$ cat src/rtl/fifo_rr_drain_arbiter_pkg.sv
// Shared FSM state type and width helper for fifo_rr_drain_arbiter.
package fifo_rr_drain_arbiter_pkg;

  typedef enum logic [1:0] {IDLE, ARB, BURST} arb_state_t;

  // Bits needed to index 'value' items; never returns less than 1.
  function automatic int clogb2_f(input int value);
    int w;
    w = 1;
    while ((1 << w) < value) w++;
    return w;
  endfunction

endpackage

$ cat src/rtl/fifo_skid2.sv
// Two-entry FIFO-order skid buffer with a registered head entry; push and pop may coincide.
module fifo_skid2 #(
  parameter int W = 8
) (
  input  logic         clk_i,
  input  logic         arst_i,
  input  logic         push_i,
  input  logic         pop_i,
  input  logic [W-1:0] din_i,
  output logic         valid_o,
  output logic [W-1:0] dout_o,
  output logic [1:0]   occ_o
);

  logic [W-1:0] head_q;
  logic [W-1:0] tail_q;
  logic [1:0]   occ_q;

  always_ff @(posedge clk_i or posedge arst_i) begin
    if (arst_i) begin
      head_q <= '0;
      tail_q <= '0;
      occ_q  <= 2'd0;
    end else begin
      case ({push_i, pop_i})
        2'b10: begin
          if (occ_q == 2'd0) head_q <= din_i;
          else               tail_q <= din_i;
          occ_q <= occ_q + 2'd1;
        end
        2'b01: begin
          head_q <= tail_q;
          occ_q  <= occ_q - 2'd1;
        end
        2'b11: begin
          if (occ_q == 2'd1) begin
            head_q <= din_i;
          end else begin
            head_q <= tail_q;
            tail_q <= din_i;
          end
        end
        default: ;
      endcase
    end
  end

  assign valid_o = (occ_q != 2'd0);
  assign dout_o  = head_q;
  assign occ_o   = occ_q;

endmodule

$ cat src/rtl/fifo_rr_drain_arbiter.sv
// Round-robin drain of N_CH show-ahead-off FIFOs onto one valid/ready stream with per-grant burst limit.
// Optional FIFO_ARB_PRIO0_EN: channel 0 wins every arbitration in which it is non-empty.
module fifo_rr_drain_arbiter
  import fifo_rr_drain_arbiter_pkg::*;
#(
  parameter int  N_CH  = 4,
  parameter int  DW    = 32,
  parameter int  BURST = 8,
  localparam int CH_W  = clogb2_f(N_CH)
) (
  input  logic                 clk_i,
  input  logic                 arst_i,
  input  logic [N_CH-1:0]      ch_empty_i,
  input  logic [N_CH-1:0]      ch_valid_i,
  input  logic [N_CH*DW-1:0]   ch_data_i,
  output logic [N_CH-1:0]      ch_req_o,
  output logic                 valid_o,
  output logic [DW-1:0]        data_o,
  output logic [CH_W-1:0]      ch_id_o,
  input  logic                 ready_i,
  output logic                 busy_o
);

  localparam int BC_W = clogb2_f(BURST + 1);
  localparam int SW   = DW + CH_W;

  arb_state_t      state_q;
  logic [CH_W-1:0] rr_ptr_q;
  logic [CH_W-1:0] grant_q;
  logic [CH_W-1:0] inflight_ch_q;
  logic [BC_W-1:0] burst_cnt_q;
  logic            inflight_q;

  logic [CH_W-1:0] rr_ptr_d;
  logic [CH_W-1:0] arb_grant;
  logic [CH_W-1:0] scan_idx;
  logic            arb_found;
  logic            req_any;
  logic            pop;
  logic            push;
  logic            credit_ok;
  logic [2:0]      credit_cnt;
  logic [1:0]      skid_occ;
  logic [SW-1:0]   skid_din;
  logic [SW-1:0]   skid_dout;

  always_comb begin
    arb_grant = '0;
    arb_found = 1'b0;
    scan_idx  = '0;
`ifdef FIFO_ARB_PRIO0_EN
    if (!ch_empty_i[0]) arb_found = 1'b1;
`endif
    for (int i = 0; i < N_CH; i++) begin
      scan_idx = CH_W'((int'(rr_ptr_q) + i) % N_CH);
      if (!arb_found && !ch_empty_i[scan_idx]) begin
        arb_found = 1'b1;
        arb_grant = scan_idx;
      end
    end
  end

  // Words already owed to the skid (buffered or in flight) must never exceed its two slots.
  assign pop        = valid_o & ready_i;
  assign credit_cnt = {1'b0, skid_occ} + {2'b00, inflight_q} - {2'b00, pop};
  assign credit_ok  = (credit_cnt < 3'd2);

  always_comb begin
    ch_req_o = '0;
    if (state_q == fifo_rr_drain_arbiter_pkg::BURST && !ch_empty_i[grant_q] && credit_ok)
      ch_req_o[grant_q] = 1'b1;
  end

  assign req_any  = |ch_req_o;
  assign rr_ptr_d = (grant_q == CH_W'(N_CH - 1)) ? '0 : grant_q + 1'b1;

  always_ff @(posedge clk_i or posedge arst_i) begin
    if (arst_i) begin
      state_q       <= IDLE;
      rr_ptr_q      <= '0;
      grant_q       <= '0;
      burst_cnt_q   <= '0;
      inflight_q    <= 1'b0;
      inflight_ch_q <= '0;
    end else begin
      inflight_q <= req_any;
      if (req_any) inflight_ch_q <= grant_q;
      case (state_q)
        IDLE: if (~&ch_empty_i) state_q <= ARB;
        ARB: begin
          if (arb_found) begin
            grant_q     <= arb_grant;
            burst_cnt_q <= '0;
            state_q     <= fifo_rr_drain_arbiter_pkg::BURST;
          end else begin
            state_q <= IDLE;
          end
        end
        fifo_rr_drain_arbiter_pkg::BURST: begin
          if (req_any) burst_cnt_q <= burst_cnt_q + 1'b1;
          if ((req_any && burst_cnt_q == BC_W'(BURST - 1)) || (!req_any && ch_empty_i[grant_q])) begin
            state_q <= ARB;
`ifdef FIFO_ARB_PRIO0_EN
            if (grant_q != '0) rr_ptr_q <= rr_ptr_d;
`else
            rr_ptr_q <= rr_ptr_d;
`endif
          end
        end
        default: state_q <= IDLE;
      endcase
    end
  end

  assign push     = inflight_q & ch_valid_i[inflight_ch_q];
  assign skid_din = {inflight_ch_q, ch_data_i[inflight_ch_q*DW +: DW]};

  fifo_skid2 #(.W(SW)) u_skid (
    .clk_i   (clk_i),
    .arst_i  (arst_i),
    .push_i  (push),
    .pop_i   (pop),
    .din_i   (skid_din),
    .valid_o (valid_o),
    .dout_o  (skid_dout),
    .occ_o   (skid_occ)
  );

  assign {ch_id_o, data_o} = skid_dout;
  assign busy_o = (state_q != IDLE) | inflight_q | (skid_occ != 2'd0);

`ifndef SYNTHESIS
  // A read request must be answered by valid_o one cycle later; anything else is an upstream fault.
  a_fifo_valid: assert property (@(posedge clk_i) disable iff (arst_i)
    inflight_q |-> ch_valid_i[inflight_ch_q]);
`endif

endmodule

$ cat config.mk
export PLATFORM = sky130hd
export DESIGN_NAME = fifo_rr_drain_arbiter
export DESIGN_NICKNAME = d
export VERILOG_FILES = /design/src/rtl/fifo_rr_drain_arbiter_pkg.sv /design/src/rtl/fifo_skid2.sv /design/src/rtl/fifo_rr_drain_arbiter.sv
export SDC_FILE = /design/constraint.sdc
export NUM_CORES = 1
export LEC_CHECK = 0
export CAP_MARGIN = 40
export CELL_PAD_IN_SITES_DETAIL_PLACEMENT = 1
export CELL_PAD_IN_SITES_GLOBAL_PLACEMENT = 1
export CORE_MARGIN = 2
export CORE_UTILIZATION = 37
export DETAILED_ROUTE_END_ITERATION = 12
export PLACE_DENSITY_LB_ADDON = 0.15
export SETUP_SLACK_MARGIN = 0.4
export SYNTH_ARGS = -nofsm -noshare
export SYNTH_HDL_FRONTEND = slang
export SYNTH_HIERARCHICAL = 1
export SYNTH_SLANG_ARGS = --single-unit
$ cat constraint.sdc
create_clock -name clk_i -period 7.5 [get_ports clk_i]
set_input_delay 0.75 -clock clk_i [delete_from_list [all_inputs] [get_ports clk_i]]
set_output_delay 0.75 -clock clk_i [all_outputs]
set_load 0.05 [all_outputs]
---- Yosys cells after proc, flatten, opt, wreduce, memory -nomap -nowiden ----
Cells that the tools add are included.
word-level totals
  latch bits .............................. 0
  bits in registers ....................... 83
  bits of input ports ..................... 139
  memories ................................ 0
  word-level logic and storage cells ...... 116
  memory bits (writable) .................. 0
  memory bits (read-only) ................. 0
  output and inout port bits .............. 40
cells by class
  equal/unequal tests ..................... 15
  multiply operators ...................... 0
  shift-type cells ........................ 1
  multiplexer cells ....................... 38
  reduce and logical (&&, ||, !) cells .... 32
  $lt $le $gt $ge ......................... 8
  div/mod/pow operators ................... 0
  add/sub/neg operators ................... 9
  bitwise gates (word level) .............. 4
operators by type and width
  kind                                                number
  2-to-1 mux 34 bit                                   4
  indexed part select 128 x 8 -> 32 bit               1
  one-hot mux 34 bit (3 select lines)                 1
  one-hot mux 34 bit (2 select lines)                 1
  < comparator 2 x 3 -> 1 bit, second input constant  6
  2-to-1 mux 2 bit                                    8
  binary-select mux 1 bit (select 2 bit)              6
  2-to-1 mux 4 bit                                    3
  2-to-1 mux 1 bit                                    11
  != test 2 bit, second input constant                5
  nonzero test 2 bit                                  5
  == test 2 bit, second input constant                4
  logical AND 1 bit                                   8
  one-hot mux 4 bit (2 select lines)                  1
  AND reduction 2 bit                                 4
  zero test 1 bit                                     7
  adder 2 x 1 -> 2 bit, second input constant         3
  == test 2 x 1 -> 1 bit, second input constant       3
  one-hot mux 2 bit (3 select lines)                  1
  AND reduction 3 bit                                 2
  adder 2 bit, second input constant                  2
  adder 4 x 1 -> 4 bit, second input constant         1
  == test 4 x 3 -> 1 bit, second input constant       1
  zero test 2 bit                                     2
  other kinds (14)                                    17

---- Depth between registers and ports, before layout ----
Gate-level depths: netlist of run 1.
  depth after elaboration ................. 14
  depth in mapped cells ................... 13

---- By module ----
The synthesis of run 1 kept the hierarchy.
modules (own cells, without submodules)
  module                 instances  area each (um2)  cells each
  fifo_skid2             1          3314.4           293
  fifo_rr_drain_arbiter  1          1622.8           132

---- Worst setup path after synthesis of run 1 ----
OpenSTA, ideal clock, no wires.
  path kind ............................... reg2out
  start ................................... register u_skid.occ_q[1] (netlist: u_skid/occ_o[1])
  end ..................................... output port ch_req_o[0]
  arrival time ............................ 2903 ps
  stages on the path, launching flop included .. 11
  setup slack ............................. 3847 ps
  data required time ...................... 6750 ps
  path through ............................ dfrtp_1 -> inv_1 -> ha_1 -> inv_1 -> and2_1 -> ha_1 -> nand2b_1 -> fa_1 -> xor2_1 -> nor3_1 -> and2_1
between the ends
  cells in the longest elaborated chain, start to end .. 6
ends and longest elaborated chain
  what                         RTL line                     text
  from (decl)                  fifo_skid2.sv:17             logic [1:0] occ_q;
  from (signal assigned)       fifo_skid2.sv:29             occ_q <= occ_q + 2'd1;
  from (signal assigned)       fifo_skid2.sv:33             occ_q <= occ_q - 2'd1;
  nonzero test 2 bit           fifo_skid2.sv:48             assign valid_o = (occ_q != 2'd0);
  net valid_o                  fifo_rr_drain_arbiter.sv:17  output logic valid_o,
  bitwise AND 1 bit            fifo_rr_drain_arbiter.sv:64  assign pop = valid_o & ready_i;
  net pop                      fifo_rr_drain_arbiter.sv:39  logic pop;
  subtractor 3 x 1 -> 3 bit    fifo_rr_drain_arbiter.sv:65  assign credit_cnt = {1'b0, skid_occ} + {2'b00, inflight_q} - {2'b00, pop};
  < comparator 3 x 2 -> 1 bit  fifo_rr_drain_arbiter.sv:66  assign credit_ok = (credit_cnt < 3'd2);
  logical AND 1 bit            fifo_rr_drain_arbiter.sv:70  if (state_q == fifo_rr_drain_arbiter_pkg::BURST && !ch_empty_i[grant_q] && credit_ok)
  2-to-1 mux 4 bit             fifo_rr_drain_arbiter.sv:70
  to (decl)                    fifo_rr_drain_arbiter.sv:16  output logic [N_CH-1:0] ch_req_o,
The timed path passes the listed nets, and every way through them passes these cells.

---- Final worst setup path of run 1 ----
  start ................................... input port ready_i
  end ..................................... output port ch_req_o[2]
between the ends
  cells in the longest elaborated chain, start to end .. 5
ends and longest elaborated chain
  what                         RTL line                     text
  from (decl)                  fifo_rr_drain_arbiter.sv:20  input logic ready_i,
  bitwise AND 1 bit            fifo_rr_drain_arbiter.sv:64
  net pop                      fifo_rr_drain_arbiter.sv:39
  subtractor 3 x 1 -> 3 bit    fifo_rr_drain_arbiter.sv:65
  < comparator 3 x 2 -> 1 bit  fifo_rr_drain_arbiter.sv:66
  logical AND 1 bit            fifo_rr_drain_arbiter.sv:70
  2-to-1 mux 4 bit             fifo_rr_drain_arbiter.sv:70
The timed path passes the listed nets, and every way through them passes these cells.

==> results of run 1 <==
==> critical path, cell delays in order <==
cell and delay (ns):
sky130_fd_sc_hd__clkdlybuf4s50_1 0.45, sky130_fd_sc_hd__and2_1 0.21, sky130_fd_sc_hd__ha_1 0.25, sky130_fd_sc_hd__nand2b_1 0.16, sky130_fd_sc_hd__fa_1 0.50, sky130_fd_sc_hd__nand3b_1 0.12, sky130_fd_sc_hd__nor3_1 0.33, sky130_fd_sc_hd__and2_1 0.20
sky130_fd_sc_hd__clkdlybuf4s50_1 0.81
==> cell usage in the layout (no fill, tap or decap), drive strengths merged, types with 2 or more instances in the layout <==
| cell type | instances |
|---|---|
| nand2b | 2 |
| a21oi | 37 |
| o31ai | 2 |
| nand3 | 4 |
| xnor2 | 2 |
| clkbuf | 12 |
| o21ai | 75 |
| nor4 | 3 |
| mux4 | 34 |
| clkdlybuf4s50 | 178 |
| nand4 | 2 |
| a31oi | 34 |
| nor2b | 2 |
| ha | 11 |
| inv | 14 |
| o22ai | 2 |
| and2 | 9 |
| nor2 | 8 |
| dfrtp | 83 |
| mux2 | 36 |
| buf | 10 |
| nand3b | 3 |
| clkinv | 3 |
| nand2 | 11 |
| o211ai | 2 |
==> state kept, by name, indices dropped and copies added (netlist names) <==
name           cells
u_skid/dout_o     34
u_skid/tail_q     34
burst_cnt_q        4
grant_q            2
inflight_ch_q      2
rr_ptr_q           2
state_q            2
u_skid/occ_o       2
inflight_q         1
==> power groups by stage <==
stage / clock network (W) / registers (W) / logic [W]
2_1_floorplan: 0 / 0.00109 / 0.000815
3_3_place_gp: 0 / 0.000788 / 0.00156
3_5_place_dp: 0 / 0.000803 / 0.00162
4_1_cts: 0.000478 / 0.000799 / 0.00163
5_1_grt: 0.000495 / 0.000828 / 0.00171
6_report: 0.000468 / 0.000800 / 0.00161
==> path summary, 6_finish.rpt <==
path	slack, ns	startpoint	depth (start not counted)	endpoint
setup / recovery	2.96	ready_i	9	ch_req_o[2]
hold / removal	0.50	burst_cnt_q[3]$_DFFE_PP0P_	1	burst_cnt_q[3]$_DFFE_PP0P_
setup reg to reg	4.33	u_skid/occ_o[1]$_DFFE_PP0P_	11	rr_ptr_q[1]$_DFFE_PP0P_
hold reg to reg	0.50	burst_cnt_q[3]$_DFFE_PP0P_	1	burst_cnt_q[3]$_DFFE_PP0P_
max in group asynchronous	6.10	arst_i	4	u_skid/dout_o[24]$_DFFE_PP0P_
min in group asynchronous	0.83	arst_i	2	inflight_ch_q[1]$_DFFE_PP0P_
==> through the flow <==
stage | total power, W | hold slack (ns) | utilization | std cells | cell area, um2
finish | 0.00288 | 0.501 | 0.544 | 765 | 7140
global route | 0.00304 | 0.511 | 0.544 | 765 | 7140
CTS | 0.00290 | 0.502 | 0.544 | 765 | 7140
detailed placement | 0.00242 | 0.474 | 0.520 | 749 | 6830
global placement | 0.00235 | 0.471 | 0.516 | 747 | 6780
floorplan | 0.00191 | 0.436 | - | 425 | 4940
==> per-layer routing <==
metal	global-route usage	wire [um]	vias to the layer above
met5	0	0	-
met4	0.0772	295	0
met3	0.0523	875	18
met2	0.398	8130	125
met1	0.279	6590	2204
li1	-	-	1914
==> cells by family (layout without fill, tap and decap cells) <==
kind of cell | Yosys count | in the layout | share of synthesized area
buf+inv | 55 | 219 | 0.0590
fa+ha+maj | 12 | 12 | 0.0319
simple gates | 47 | 47 | 0.0522
mux | 71 | 71 | 0.262
flops | 83 | 83 | 0.421
xor+xnor | 3 | 3 | 0.00532
compound gates | 154 | 154 | 0.169
==> layout make-up <==
class | count | area [um2] | share of cell area
inverter | 15 | 62.6 | 0.00876
timing repair buffer | 188 | 1890 | 0.265
clock inverter | 4 | 47.5 | 0.00666
sequential | 83 | 2080 | 0.291
tap | 176 | 220 | 0.0308
clock buffer | 12 | 267 | 0.0373
multi-input combinational | 287 | 2580 | 0.361
==> qor_table.md, run 1 <==
| Parameter | This run |
|---|---|
| Run status | completed |
| Root Buffer Master | sky130_fd_sc_hd__clkbuf_16 |
| Gpl congestion | 0.783 |
| Sequential-to-total area share from yosys stat | 0.421 |
| Library cell with the largest summed area after synthesis | sky130_fd_sc_hd__dfrtp_1 |
| Maximum clock path buffer count | 2 |
| Fill cells | 1413 |
| Residual DRC count | 0 |
| Final critical delay including setup and external delays | 4.54 ns |
| Post-detailed-route wirelength per cell | 20.8 um |
| Endpoint arrival time on the critical path | 3.79 ns |
| Setup Slack @ Placement | 2.95 ns |
| Total inserted antenna cells | 0 |
| CP max FO | 4 |
| Required time at the endpoint of the critical path | 6.75 ns |
| Critical path type | primary input to primary output |
| Clock slew seen by the registers of the worst setup and hold paths | 0.06 ns |
| RSZ-0062 raised after global routing | false |
| Number of global-route vias before repair | 4743 |
| Switching power | 0.00125 W |
| Routed wire length | 15900 um |
| Main synth FF type | sky130_fd_sc_hd__dfrtp_1 |
| Post-DP HPWL | 10900 um |
| Tightest Hold Check Type | register to register |
| Total negative slack for setup checks | 0 ns |
| Count of cell types in the netlist | 38 |
| Maximum vdd ir drop | 179 uV |
| Area of the core | 0.0131 mm2 |
| Synthesized instance count | 425 |
| Mean post-synth cell area | 11.6 um2 |
| Sw Ratio | 0.433 |
| Yosys warns | 6 |
| Total count of hold-check failures in the final report | 0 |
| Total iterations of the first detailed-routing run | 6 |
| Clock tree sinks | 83 |
| Main area contributors after synthesis | sky130_fd_sc_hd__dfrtp_1 (42%), sky130_fd_sc_hd__mux4_2 (16%), sky130_fd_sc_hd__mux2_4 (9.1%), sky130_fd_sc_hd__o21ai_0 (7.0%), sky130_fd_sc_hd__a31oi_1 (4.3%) |
| Hold-fix buffer count after cts | 0 |
| Die height | 120 um |
| DIE AREA | 0.0143 mm2 |
| Placement Rows | 42 |
| Part of the total power dissipated in sequential elements | 0.278 |
| Final max-slew violation count | 0 |
| Max-cap check violation count | 0 |
| Post-synth top cells | sky130_fd_sc_hd__dfrtp_1 (83), sky130_fd_sc_hd__o21ai_0 (69), sky130_fd_sc_hd__a21oi_1 (37) |
| Slew at the pin closest to its max-slew limit | 0.868 ns |
| Die width | 120 um |
| Skew-Pair Late Insertion Delay | 0.34 ns |
| Vias per std cell | 5.57 |
| Area of the mapped netlist | 0.00494 mm2 |
| Count of vias placed by the detailed router | 4261 |
| Cell leakage power | 2.91 nW |
| Worst setup SP type | primary input |
| Post-CTS Setup Inserts | 0 |
| Internal Pwr Total | 0.00163 W |
| Clock tree from TritonCTS | done |
| Fin worst setup slack | 2.96 ns |
| I/O pin count | 179 |
| FFs w/ async S/R, synth | 1.00 |
| H-tree depth | 3 |
| Clock network power share | 0.163 |
| Post-synth EDFFs | 0 |
| Setup-violating endpoint count in the final report | 0 |
| Antenna violations before repair | 0 |
| Category of the worst setup path capture point | primary output |
| Slew margin rel. | 0.422 |
| Fraction of final layout cells with drive strength greater than 1 | 0.180 |
| Nets@finish | 735 |
| Largest net degree at the start of global routing | 46 |
| Synthesized net count | 576 |
| Area share of the leading cell type in the synthesized netlist | 0.421 |
| Total GRT Usage | 0.228 |
| Global-route wire length before repair | 25300 um |
| Cell with the most instances after synthesis | sky130_fd_sc_hd__dfrtp_1 |
| Cts repair resizes | 0 |
| Power per unit of standard cell area | 403 mW/mm2 |
| Initial Utilization | 0.376 |
| Peak clock frequency supported by timing | 220 MHz |
| Synthesis-to-finish area growth | 44.7% |
| Fin crit share | 0.606 |
| Clock tree skew after final layout | 0.00871 ns |
| IO Port Bufs | 178 |
| Antenna Nets Post-Route | 0 |
| Logic gate share of total power | 0.559 |
| TritonCTS buffer count | 9 |
| GRT overflow | 0 |
| Synthesis-stage register bit count | 83 |
| Starting DRC count in detailed routing | 158 |
Power figures use the tool's default switching activity.
==> inputs of run 2 (changes only) <==
--- a/config.mk
+++ b/config.mk
@@ -9,7 +9,7 @@
 export CELL_PAD_IN_SITES_DETAIL_PLACEMENT = 1
 export CELL_PAD_IN_SITES_GLOBAL_PLACEMENT = 1
 export CORE_MARGIN = 2
-export CORE_UTILIZATION = 37
+export CORE_UTILIZATION = 35
 export DETAILED_ROUTE_END_ITERATION = 12
 export PLACE_DENSITY_LB_ADDON = 0.15
 export SETUP_SLACK_MARGIN = 0.4
==> constraint.sdc (replaced) <==
create_clock -name clk_i -period 4.6 [get_ports clk_i]
set_input_delay 0.46 -clock clk_i [delete_from_list [all_inputs] [get_ports clk_i]]
set_output_delay 0.46 -clock clk_i [all_outputs]
set_load 0.05 [all_outputs]
==> qor_table.md, run 2 (same netlist as run 1, synthesis figures left out) <==
| Parameter | This run | Delta |
|---|---|---|
| Gpl congestion | 0.780 | -0.40% |
| Antenna Nets Post-Route | 0 | unchanged |
| Count of vias placed by the detailed router | 4218 | -1.0% |
| Starting DRC count in detailed routing | 175 | +11% |
| Switching power | 0.00202 W | +62% |
| CP max FO | 5 | +1 |
| Tightest Hold Check Type | register to register |  |
| H-tree depth | 3 | unchanged |
| Category of the worst setup path capture point | primary output |  |
| Total count of hold-check failures in the final report | 0 | unchanged |
| Setup-violating endpoint count in the final report | 0 | unchanged |
| Clock tree skew after final layout | 0.00810 ns | -0.000609 ns |
| Peak clock frequency supported by timing | 252 MHz |  |
| Clock tree sinks | 83 | unchanged |
| Max-cap check violation count | 0 | unchanged |
| Required time at the endpoint of the critical path | 4.14 ns | -2.61 ns |
| Vias per std cell | 5.49 | -1.5% |
| Die height | 123 um | +2.7% |
| Most frequent standard cell in the layout excluding fill and tap cells | sky130_fd_sc_hd__clkdlybuf4s50_1 |  |
| Routed wire length | 15600 um | -1.9% |
| Largest net degree at the start of global routing | 37 | -20% |
| Internal Pwr Total | 0.00261 W | +60% |
| Clock tree from TritonCTS | done |  |
| Residual DRC count | 0 | unchanged |
| Final max-slew violation count | 0 | unchanged |
| IO Port Bufs | 178 | unchanged |
| Placement Rows | 43 | +2.4% |
| Commonest cells after routing, fill and taps aside | sky130_fd_sc_hd__clkdlybuf4s50_1 (174), sky130_fd_sc_hd__dfrtp_1 (81), sky130_fd_sc_hd__o21ai_0 (69) |  |
| Root Buffer Master | sky130_fd_sc_hd__clkbuf_16 |  |
| Fin crit share | 0.863 |  |
| Global-route wire length before repair | 24000 um | -5.3% |
| I/O pin count | 179 | unchanged |
| Cells traversed along the worst timing path | inv_1 > ha_1 > inv_1 > and2_1 > ha_1 > nand2b_1 > fa_1 > xor2_1 > nor3_1 > and2_1 > dlygate4sd2_1 |  |
| Critical-path cell with the highest stage delay | sky130_fd_sc_hd__dlygate4sd2_1 |  |
| Cts repair resizes | 4 | +4 |
| DIE AREA | 0.0151 mm2 | +5.5% |
| Die width | 123 um | +2.7% |
| Post-DP HPWL | 10900 um | about the same |
| Clock slew seen by the registers of the worst setup and hold paths | 0.06 ns | about the same |
| Cell leakage power | 2.90 nW | about the same |
| GRT overflow | 0 | unchanged |
| Total negative slack for setup checks | 0 ns | unchanged |
| Slack of the worst reg-to-reg path | 1.44 ns | -2.89 ns |
| Clock network power share | 0.158 | -0.005 |
| Slew margin rel. | 0.548 | +0.126 |
| Post-CTS Setup Inserts | 0 | unchanged |
| Part of the total power dissipated in sequential elements | 0.281 | +0.003 |
| Final hold slack | 0.476 ns | -0.0248 ns |
| Total GRT Usage | 0.208 | -0.0205 |
| Initial Utilization | 0.357 | -0.0187 |
| Total inserted antenna cells | 0 | unchanged |
| Synthesis-to-finish area growth | 44.0% |  |
| Maximum clock path buffer count | 2 | unchanged |
| Number of global-route vias before repair | 4645 | -2.1% |
| RSZ-0062 raised after global routing | false |  |
| Slew at the pin closest to its max-slew limit | 0.678 ns | -0.190 ns |
| Nets@finish | 735 | unchanged |
| Fraction of final layout cells with drive strength greater than 1 | 0.182 | +0.00170 |
| Worst setup SP type | register |  |
| Area of the core | 0.0138 mm2 | +5.2% |
| Post-detailed-route wirelength per cell | 20.3 um | -2.4% |
| Hold-fix buffer count after cts | 0 | unchanged |
| Run status | completed |  |
| Maximum vdd ir drop | 236 uV | +31% |
| Total iterations of the first detailed-routing run | 4 | -2 |
| Endpoint arrival time on the critical path | 3.51 ns | -0.28 ns |
| Critical path type | register to primary output |  |
| Sw Ratio | 0.436 | +0.00271 |
| Skew-Pair Late Insertion Delay | 0.34 ns | about the same |
| Final critical delay including setup and external delays | 3.97 ns |  |
| Logic gate share of total power | 0.562 | +0.003 |
| Kind of cell with the highest combined delay on the critical path | simple AND/OR/NAND/NOR gates |  |
| Power per unit of standard cell area | 652 mW/mm2 | +62% |
| Critical path buffer and inverter count | 3 | +1 |
| Slowest cell delay on critical path | 0.53 ns | -0.28 ns |
| TritonCTS buffer count | 9 | unchanged |
| Antenna violations before repair | 0 | unchanged |
## run 2: cell types whose count changed in the layout (fill, tap and decap cells not counted), sizes merged
cell	change
clkdlybuf4s50	-4
clkinvlp	+1
inv	+2
clkbuf	-3
dlygate4sd2	+4
## run 2: path summary, 6_finish.rpt
check | start | endpoint | cells after the start
worst max-delay path | u_skid/occ_o[1]$_DFFE_PP0P_ | ch_req_o[3] | 11
worst min-delay path | burst_cnt_q[3]$_DFFE_PP0P_ | burst_cnt_q[3]$_DFFE_PP0P_ | 1
worst max register to register | u_skid/occ_o[1]$_DFFE_PP0P_ | rr_ptr_q[1]$_DFFE_PP0P_ | 11
worst min register to register | burst_cnt_q[3]$_DFFE_PP0P_ | burst_cnt_q[3]$_DFFE_PP0P_ | 1
max in group asynchronous | arst_i | u_skid/dout_o[0]$_DFFE_PP0P_ | 3
min in group asynchronous | arst_i | burst_cnt_q[1]$_DFFE_PP0P_ | 2
## run 2: per-layer routing
layer / routed length [um] / GRT usage / share of wire / vias up
met3: 779 / 0.0386 / 0.050 / 14
met5: 0 / 0 / 0 / -
met4: 186 / 0.0589 / 0.012 / 0
li1: - / - / - / 1917
met2: 8160 / 0.372 / 0.52 / 114
met1: 6460 / 0.254 / 0.41 / 2173
## run 2: power by group through the flow
| stage | Sequential (W) | Clock [W] | Combinational (W) |
|---|---|---|---|
| after floorplan | 0.00178 | 0 | 0.00133 |
| after global placement | 0.00129 | 0 | 0.00255 |
| after detailed placement | 0.00131 | 0 | 0.00262 |
| after CTS | 0.00130 | 0.000747 | 0.00263 |
| after global routing | 0.00135 | 0.000769 | 0.00279 |
| final | 0.00130 | 0.000730 | 0.00260 |
## run 2: final cells by class
type                       count  area [um2]
tap                          180         225
multi-input combinational    287        2580
fill                        1471        6720
sequential                    83        2080
inverter                      15        62.6
clock inverter                 7        76.3
timing repair buffer         188        1860
clock buffer                   9         225
## run 2: stage by stage
stage / area (um2) / total power [W] / utilization / instances / setup WS, ns
2_1_floorplan: 4940 / 0.00311 / - / 425 / 1.24
3_3_place_gp: 6790 / 0.00384 / 0.491 / 752 / 0.691
3_5_place_dp: 6810 / 0.00393 / 0.493 / 753 / 0.628
4_1_cts: 7110 / 0.00468 / 0.514 / 769 / 0.626
5_1_grt: 7110 / 0.00490 / 0.514 / 769 / 0.427
6_report: 7110 / 0.00463 / 0.514 / 769 / 0.632
